$ cat src/rtl/int_fl_pkg.sv
// Shared defaults and width constants for the integer physical-register free list.
package int_fl_pkg;

    localparam int FL_ENTRY_W     = 5;
    localparam int FL_DEPTH       = 8;
    localparam int FL_INIT_BASE   = 3;
    localparam int FL_INIT_STRIDE = 4;
    localparam int FL_PTR_W       = $clog2(FL_DEPTH);
    localparam int FL_CNT_W       = FL_PTR_W + 1;

    // Untruncated initial ID of a slot; callers cut it down to their entry width.
    function automatic int flInitId(input int base, input int stride, input int idx);
        return base + idx * stride;
    endfunction

endpackage

$ cat src/rtl/int_free_list.sv
// Circular free list of physical register IDs with two allocate lanes and two
// release lanes per cycle, all-or-nothing grants and a sticky overflow flag.
module int_free_list
    import int_fl_pkg::*;
#(
    parameter int ENTRY_W     = FL_ENTRY_W,
    parameter int DEPTH       = FL_DEPTH,
    parameter int INIT_BASE   = FL_INIT_BASE,
    parameter int INIT_STRIDE = FL_INIT_STRIDE
) (
    input  logic                     Clk,
    input  logic                     Rest,
    input  logic [1:0]               AllocReq,
    output logic                     AllocGnt,
    output logic [ENTRY_W-1:0]       AllocId0,
    output logic [ENTRY_W-1:0]       AllocId1,
    input  logic [1:0]               FreeVld,
    input  logic [ENTRY_W-1:0]       FreeId0,
    input  logic [ENTRY_W-1:0]       FreeId1,
    input  logic                     Clean,
    output logic [$clog2(DEPTH):0]   Count,
    output logic                     Empty,
    output logic                     Full,
    output logic                     OvfErr
);

    localparam int PTR_W = $clog2(DEPTH);
    localparam int CNT_W = PTR_W + 1;

    function automatic logic [1:0] popcount2(input logic [1:0] v);
        return {1'b0, v[0]} + {1'b0, v[1]};
    endfunction

    logic [ENTRY_W-1:0] slot_q [DEPTH];
    logic [PTR_W-1:0]   head_q, head_d;
    logic [PTR_W-1:0]   tail_q, tail_d;
    logic [CNT_W-1:0]   count_q, count_d;
    logic               ovf_q, ovf_d;

    logic [1:0]         allocN, grantN, freeN;
    logic [CNT_W:0]     postCount;
    logic               overflow, wrEn0, wrEn1;
    logic [ENTRY_W-1:0] wrId0;

    // Grants look only at the registered count, so a same-cycle release never feeds an allocation.
    always_comb begin
        allocN    = popcount2(AllocReq);
        AllocGnt  = (AllocReq != 2'b00) && (count_q >= CNT_W'(allocN));
        grantN    = AllocGnt ? allocN : 2'b00;
        freeN     = popcount2(FreeVld);
        AllocId0  = slot_q[head_q];
        AllocId1  = (AllocReq == 2'b10) ? slot_q[head_q] : slot_q[head_q + PTR_W'(1)];
        postCount = {1'b0, count_q} - (CNT_W+1)'(grantN) + (CNT_W+1)'(freeN);
        overflow  = postCount > (CNT_W+1)'(DEPTH);
        wrEn0     = !Clean && !overflow && (FreeVld != 2'b00);
        wrEn1     = !Clean && !overflow && (FreeVld == 2'b11);
        wrId0     = FreeVld[0] ? FreeId0 : FreeId1;

        head_d  = head_q + PTR_W'(grantN);
        tail_d  = overflow ? tail_q : tail_q + PTR_W'(freeN);
        count_d = overflow ? count_q - CNT_W'(grantN) : postCount[CNT_W-1:0];
        ovf_d   = ovf_q | (overflow && !Clean);
        if (Clean) begin
            head_d  = '0;
            tail_d  = '0;
            count_d = CNT_W'(DEPTH);
        end
    end

    always_ff @(posedge Clk or negedge Rest) begin
        if (!Rest) begin
            for (int i = 0; i < DEPTH; i++)
                slot_q[i] <= ENTRY_W'(flInitId(INIT_BASE, INIT_STRIDE, i));
            head_q  <= '0;
            tail_q  <= '0;
            count_q <= CNT_W'(DEPTH);
            ovf_q   <= 1'b0;
        end else begin
            head_q  <= head_d;
            tail_q  <= tail_d;
            count_q <= count_d;
            ovf_q   <= ovf_d;
            if (Clean) begin
                for (int i = 0; i < DEPTH; i++)
                    slot_q[i] <= ENTRY_W'(flInitId(INIT_BASE, INIT_STRIDE, i));
            end else begin
                if (wrEn0) slot_q[tail_q] <= wrId0;
                if (wrEn1) slot_q[tail_q + PTR_W'(1)] <= FreeId1;
            end
        end
    end

    assign Count  = count_q;
    assign Empty  = (count_q == '0);
    assign Full   = (count_q == CNT_W'(DEPTH));
    assign OvfErr = ovf_q;

endmodule

$ cat config.mk
export PLATFORM = sky130hd
export DESIGN_NAME = int_free_list
export DESIGN_NICKNAME = d
export VERILOG_FILES = /design/src/rtl/int_fl_pkg.sv /design/src/rtl/int_free_list.sv
export SDC_FILE = /design/constraint.sdc
export NUM_CORES = 1
export LEC_CHECK = 0
export CAP_MARGIN = 40
export CORE_MARGIN = 2
export CORE_UTILIZATION = 55
export CTS_BUF_LIST = sky130_fd_sc_hd__clkbuf_16
export DETAILED_ROUTE_END_ITERATION = 12
export PLACE_DENSITY = 0.76
export SLEW_MARGIN = 5
export SYNTH_ARGS = -nofsm -noshare
export SYNTH_HDL_FRONTEND = slang
export SYNTH_SLANG_ARGS = --single-unit
$ cat constraint.sdc
create_clock -name Clk -period 8.93 [get_ports Clk]
set_input_delay 1.3395 -clock Clk [delete_from_list [all_inputs] [get_ports Clk]]
set_output_delay 1.3395 -clock Clk [all_outputs]
set_load 0.02 [all_outputs]
# Word-level counts from Yosys, hierarchy flattened
# Cells that the tools add are included.
# W data, S select, Z words.
[classes]
n_addsub = 9
multipliers = 0
div_mod_pow = 0
order_cmp = 8
n_eq_ne = 4
shift = 0
n_mux = 24
bitwise = 5
n_reduce_logical = 12
[op_table]
columns = ["cell", "n"]
rows = [
  ["$mux W40", 4],
  ["$bwmux W40", 2],
  ["$mux W5", 8],
  ["$bmux W5 S3", 2],
  ["$demux W5 S3", 2],
  ["$ge A4 B4 Y1 const B", 4],
  ["$not A3 Y4", 4],
  ["$mux W3", 3],
  ["$lt A4 B1 Y1 const B", 2],
  ["$mux W4", 2],
  ["$logic_and A1 B1 Y1", 7],
  ["$add A3 B1 Y3 const B", 2],
  ["$add A3 B2 Y3", 2],
  ["$add A5 B2 Y5", 1],
  ["$gt A5 B4 Y1 const B", 1],
  ["$sub A4 B2 Y5", 1],
  ["$add A1 B1 Y2", 2],
  ["$eq A2 B2 Y1 const B", 2],
  ["$eq A4 B4 Y1 const B", 1],
  ["$ge A4 B2 Y1", 1],
  ["$logic_not A4 Y1", 1],
  ["$reduce_bool A2 Y1", 2],
  ["$sub A4 B2 Y4", 1],
  ["$logic_not A1 Y1", 2],
  ["other kinds (3)", 3],
]
[totals]
ff_bits = 51
latchBits = 0
ram_bits = 0
romBits = 0
out_inout_bits = 18
n_memories = 0

# Depth between registers and ports, before layout
[depth]
ltp_word = 15
depth_mapped = 20
mapped_depth_nobuf = 18

# Worst setup path before layout
# OpenSTA, ideal clock, no wires.
[synth_timing]
path_type = "input to register"
startpoint = "input AllocReq[0]"
endpoint = "register slot_q[13] (netlist bit)"
setup_ns = 0.103
arrival_time_ns = 5.167
slack_ns = 3.659
path_stages = 17
n_path_buf = 2
cell_sequence = "inv_1 -> ha_1 -> ha_1 -> inv_1 -> a21boi_0 -> o21ai_0 -> a21oi_1 -> and2_1 -> fa_1 -> fa_1 -> and2b_4 -> o31ai_4 -> xnor2_2 -> buf_2 -> clkbuf_1 -> nand4_1 -> o41ai_2"
[synth_between]
elab_chain_len = 15
[synth_lines]
columns = ["element", "line", "text"]
rows = [
  ["from (decl)", "int_free_list.sv:13", "input logic [1:0] AllocReq,"],
  ["$add A1 B1 Y2", "int_free_list.sv:31", "return {1'b0, v[0]} + {1'b0, v[1]};"],
  ["$ge A4 B2 Y1", "int_free_list.sv:48", "AllocGnt = (AllocReq != 2'b00) && (count_q >= CNT_W'(allocN));"],
  ["$logic_and A1 B1 Y1 (*)", "int_free_list.sv:48", ""],
  ["net AllocGnt", "int_free_list.sv:14", "output logic AllocGnt,"],
  ["$mux W2 (*)", "int_free_list.sv:49", "grantN = AllocGnt ? allocN : 2'b00;"],
  ["$sub A4 B2 Y5 (*)", "int_free_list.sv:53", "postCount = {1'b0, count_q} - (CNT_W+1)'(grantN) + (CNT_W+1)'(freeN);"],
  ["$add A5 B2 Y5 (*)", "int_free_list.sv:53", ""],
  ["$gt A5 B4 Y1 (*)", "int_free_list.sv:54", "overflow = postCount > (CNT_W+1)'(DEPTH);"],
  ["$logic_not A1 Y1 (*)", "int_free_list.sv:55, int_free_list.sv:56", ""],
  ["$logic_and A1 B1 Y1 (*)", "int_free_list.sv:55, int_free_list.sv:56", ""],
  ["$logic_and A1 B1 Y1", "int_free_list.sv:55", "wrEn0 = !Clean && !overflow && (FreeVld != 2'b00);"],
  ["$mux W40", "int_free_list.sv:87", "if (wrEn0) slot_q[tail_q] <= wrId0;"],
  ["$mux W40", "int_free_list.sv:83", "if (Clean) begin"],
  ["$bwmux W40", "int_free_list.sv:88", "if (wrEn1) slot_q[tail_q + PTR_W'(1)] <= FreeId1;"],
  ["$mux W40 (*)", "int_free_list.sv:88", ""],
  ["$mux W40 (*)", "int_free_list.sv:83", ""],
  ["to (signal, indexed assignment)", "int_free_list.sv:85", "slot_q[i] <= ENTRY_W'(flInitId(INIT_BASE, INIT_STRIDE, i));"],
  ["to (signal, indexed assignment)", "int_free_list.sv:87", ""],
  ["to (signal, indexed assignment)", "int_free_list.sv:88", ""],
  ["to (decl)", "int_free_list.sv:34", "logic [ENTRY_W-1:0] slot_q [DEPTH];"],
]
# The timed path passes the listed nets; every way through them passes the cells marked *. The select of a mux whose other input is x is not followed.
# A chain may end at the register's enable or synchronous reset.

# Worst setup path after layout
[layout_timing]
startpoint = "input AllocReq[0]"
endpoint = "register slot_q[39] (netlist bit)"
[layout_between]
elab_chain_len = 15
[layout_lines]
columns = ["element", "line"]
rows = [
  ["$add A1 B1 Y2", "int_free_list.sv:31"],
  ["$ge A4 B2 Y1", "int_free_list.sv:48"],
  ["$logic_and A1 B1 Y1", "int_free_list.sv:48"],
  ["$mux W2 (*)", "int_free_list.sv:49"],
  ["$sub A4 B2 Y5 (*)", "int_free_list.sv:53"],
  ["$add A5 B2 Y5 (*)", "int_free_list.sv:53"],
  ["$gt A5 B4 Y1 (*)", "int_free_list.sv:54"],
  ["$logic_not A1 Y1 (*)", "int_free_list.sv:55, int_free_list.sv:56"],
  ["$logic_and A1 B1 Y1 (*)", "int_free_list.sv:55, int_free_list.sv:56"],
  ["$logic_and A1 B1 Y1", "int_free_list.sv:55"],
  ["$mux W40", "int_free_list.sv:87"],
  ["$mux W40", "int_free_list.sv:83"],
  ["$bwmux W40", "int_free_list.sv:88"],
  ["$mux W40 (*)", "int_free_list.sv:88"],
  ["$mux W40 (*)", "int_free_list.sv:83"],
]
# Every way passes the cells marked *; elsewhere a longest branch is shown, timed or not. The select of a mux whose other input is x is not followed.

==> results.txt <==
outcome: finished, final reports clean
Async SR Flop Fraction: 1.00
DIE AREA: 8960 µm²
dpl cells: 556
crit path max fanout: 56
worst slew pin tran: 0.836 ns
Syn Inst Count: 457
FP Rows: 33
Initial Utilization: 0.558
Synth area leader: dfstp_2
die height: 94.6 µm
net count after synthesis: 500
Avg Synthesized Cell Area: 9.89 µm²
area grow syn2layout: 10.6%
Final Skew: 0.00930 ns
met2 Use GR: 0.476
Worst Path Required: 9.12 ns
RSZ-0062 raised after global routing: no
fillers: 700
Detail Placement HPWL: 9030 µm
met1 usage in global routing: 0.442
CTS Root Cell: clkbuf_16
post-route clock period utilization: 0.680
maximum clock frequency: 165 MHz
Synth area leaders: dfstp_2, dfrtp_1, mux4_2
CTS tree: done
DRC marker count from the first detailed-route iteration: 399
Reg clk slew, reported paths: 0.08 ns
P per Cell Area: 327 nW/µm²
Slowest cell on crit path: clkdlybuf4s50_1
Vias: 4,098
H-tree levels: 2
Ys Warns: 0
post-synthesis register bit count: 51
setup violators final: 0
sequential area share after synthesis: 0.291
critical path class: in -> reg
worst hold path type: reg -> reg
CTS Buf Count: 5
critical path, cell by cell: clkdlybuf4s50_1 -> inv_1 -> ha_1 -> ha_1 -> inv_1 -> a21boi_0 -> o21ai_0 -> a21oi_1 -> and2_1 -> fa_1 -> fa_1 -> xnor2_1 -> o32a_1 -> nand2_2 -> buf_4 -> a31o_2 -> o31ai_1
Layout Nets: 501
mapped cell area: 4520 µm²
Max Buffers Root-to-Sink: 2
Multi-input gate area: 2930 µm²
slowest cell delay on critical path: 0.50 ns
clock latency on the worst-skew pair: 0.30 ns
core area: 8090 µm²
initial antenna violation count: 0
Vias/cell: 7.27
CP Data Arrival Time: 6.26 ns
hold bufs inserted after CTS: 0
Synth top area share: 0.169
placed inst area: 4830 µm²
ANT nets after route: 0
Worst setup SP type: input pin
final non-filler cell total: 564
global routing usage on met3: 0.0678
top_reg_cell synth: dfstp_2
Worst Setup End Kind: register
DR WL/cell: 23.3 µm
Buffers on Ports: 34
Post-synth EDFFs: 0
first-pass GRT wire length: 21,400 µm
relative slew slack: 0.443
GR Overflow Total: 0
Tmin final: 6.07 ns
Distinct cells, synth: 55
vias in the first global route: 3,928
setup TNS: 0 ns
Max rail drop VDD: 0.829 mV
Post-Route WL: 13,100 µm
FF+latch area: 1310 µm²
post-route cell area: 5000 µm²
share of cells above drive strength 1: 0.198
gp weighted congestion: 0.956
Slew Limit Fails: 0
total setup buffers inserted after CTS: 0
Leak: 1.95 nW
GRT Total Usage: 0.312
largest net degree at the start of global routing: 57
Most Crowded Layer GR: met2
hold_ws: 0.480 ns
CTS resizes: 0
clk sinks: 51
Hold Fails Final Rpt: 0
Chip Width: 94.6 µm
IO Pins: 35
max-cap viol count: 0
antenna cells: 0
DRT Pass-1 Iters: 5
DRC: 0
-- path summary, 6_finish.rpt --
kind	start	endpoint	slack, ns	cells past startpoint
max	AllocReq[0]	slot_q[39]$_DFF_PN0_	2.86	17
min	OvfErr$_DFF_PN0_	OvfErr$_DFF_PN0_	0.48	1
max reg2reg	Count[3]$_DFF_PN1_	slot_q[18]$_DFF_PN0_	3.96	14
min reg2reg	OvfErr$_DFF_PN0_	OvfErr$_DFF_PN0_	0.48	1
max in group asynchronous	Rest	slot_q[27]$_DFF_PN0_	7.31	2
min in group asynchronous	Rest	slot_q[39]$_DFF_PN0_	1.15	2
-- cells in the mapped netlist (all sizes together), types with 11 or more instances --
library cell and count:
a21oi 44, a41oi 28, and3 11, buf 29, clkbuf 17, dfrtp 22, dfstp 29, ha 21
inv 20, mux4 20, nand2 11, nor3 48, o31ai 33
-- final cells by class --
type                    instances  share of cell area
multi-input cells             340               0.586
inverters                      20              0.0150
clock buffers                   5              0.0250
clock inverters                 3             0.00751
well taps                     105              0.0263
repair buffers                 40              0.0776
flip-flops and latches         51               0.263
-- per-layer routing --
layer  routed length, µm  share of wire
met3                1280          0.097
met4                 336          0.026
met5                   0              0
met2                5970           0.45
met1                5540           0.42
-- logic make-up after synthesis --
logic type                 synth area share
and+or+nand+nor                       0.141
adders and majority gates            0.0803
AOI/OAI and AO/OA                     0.265
muxes                                 0.136
xor gates and xnor gates             0.0227
buffers and inverters                0.0648
DFF                                   0.291
-- per-stage QoR --
step | total power [mW] | utilization | setup WS, ns
finish | 1.63 | 0.617 | 2.86
CTS | 1.61 | 0.617 | 2.90
global route | 1.74 | 0.617 | 2.38
detailed placement | 1.38 | 0.597 | 2.59
floorplan | 1.18 | - | 3.66
global placement | 1.36 | 0.595 | 2.79
-- layout by cell type (no fill, tap or decap), types with 2 or more instances in the layout --
cell	instances
nor3_1	47
a21oi_1	44
o31ai_1	32
clkdlybuf4s50_1	32
dfstp_2	29
a41oi_1	28
dfrtp_1	22
inv_1	22
ha_1	21
mux4_2	20
and3_1	10
nand2_1	10
nand4_1	10
o21ai_0	9
nor2_1	9
o311a_1	8
o311ai_1	8
mux2_2	7
o41ai_2	7
xnor2_1	6
or3_1	6
mux2i_1	5
fa_1	5
clkbuf_16	5
buf_4	5
a21o_1	4
nor2b_1	4
a211oi_1	4
and2_1	3
mux2_1	3
nand2b_1	2
xor2_1	2
nand3b_1	2
a32o_1	2
nand3_1	2
buf_2	2
-- sequential cells by signal (all words and copies together), names as in the netlist --
signal and cells:
Count 4, OvfErr 1, head_q 3, slot_q 40, tail_q 3
-- report_power, final --
| part | switching (mW) | leakage, nW | internal (mW) |
|---|---|---|---|
| sequential | 0.0584 | 0.600 | 0.273 |
| combinational | 0.728 | 1.26 | 0.355 |
| clock | 0.0888 | 0.0864 | 0.131 |
| total | 0.875 | 1.95 | 0.759 |
-- critical path: cells and delay by family --
family	cells	cell delay, ns
AO/OA/AOI/OAI	6	1.34
XOR/XNOR	1	0.23
adder cells (fa/ha/maj)	4	1.55
buffers and inverters	4	1.07
AND/OR/NAND/NOR	2	0.70
(Power assumes the default switching activity.)
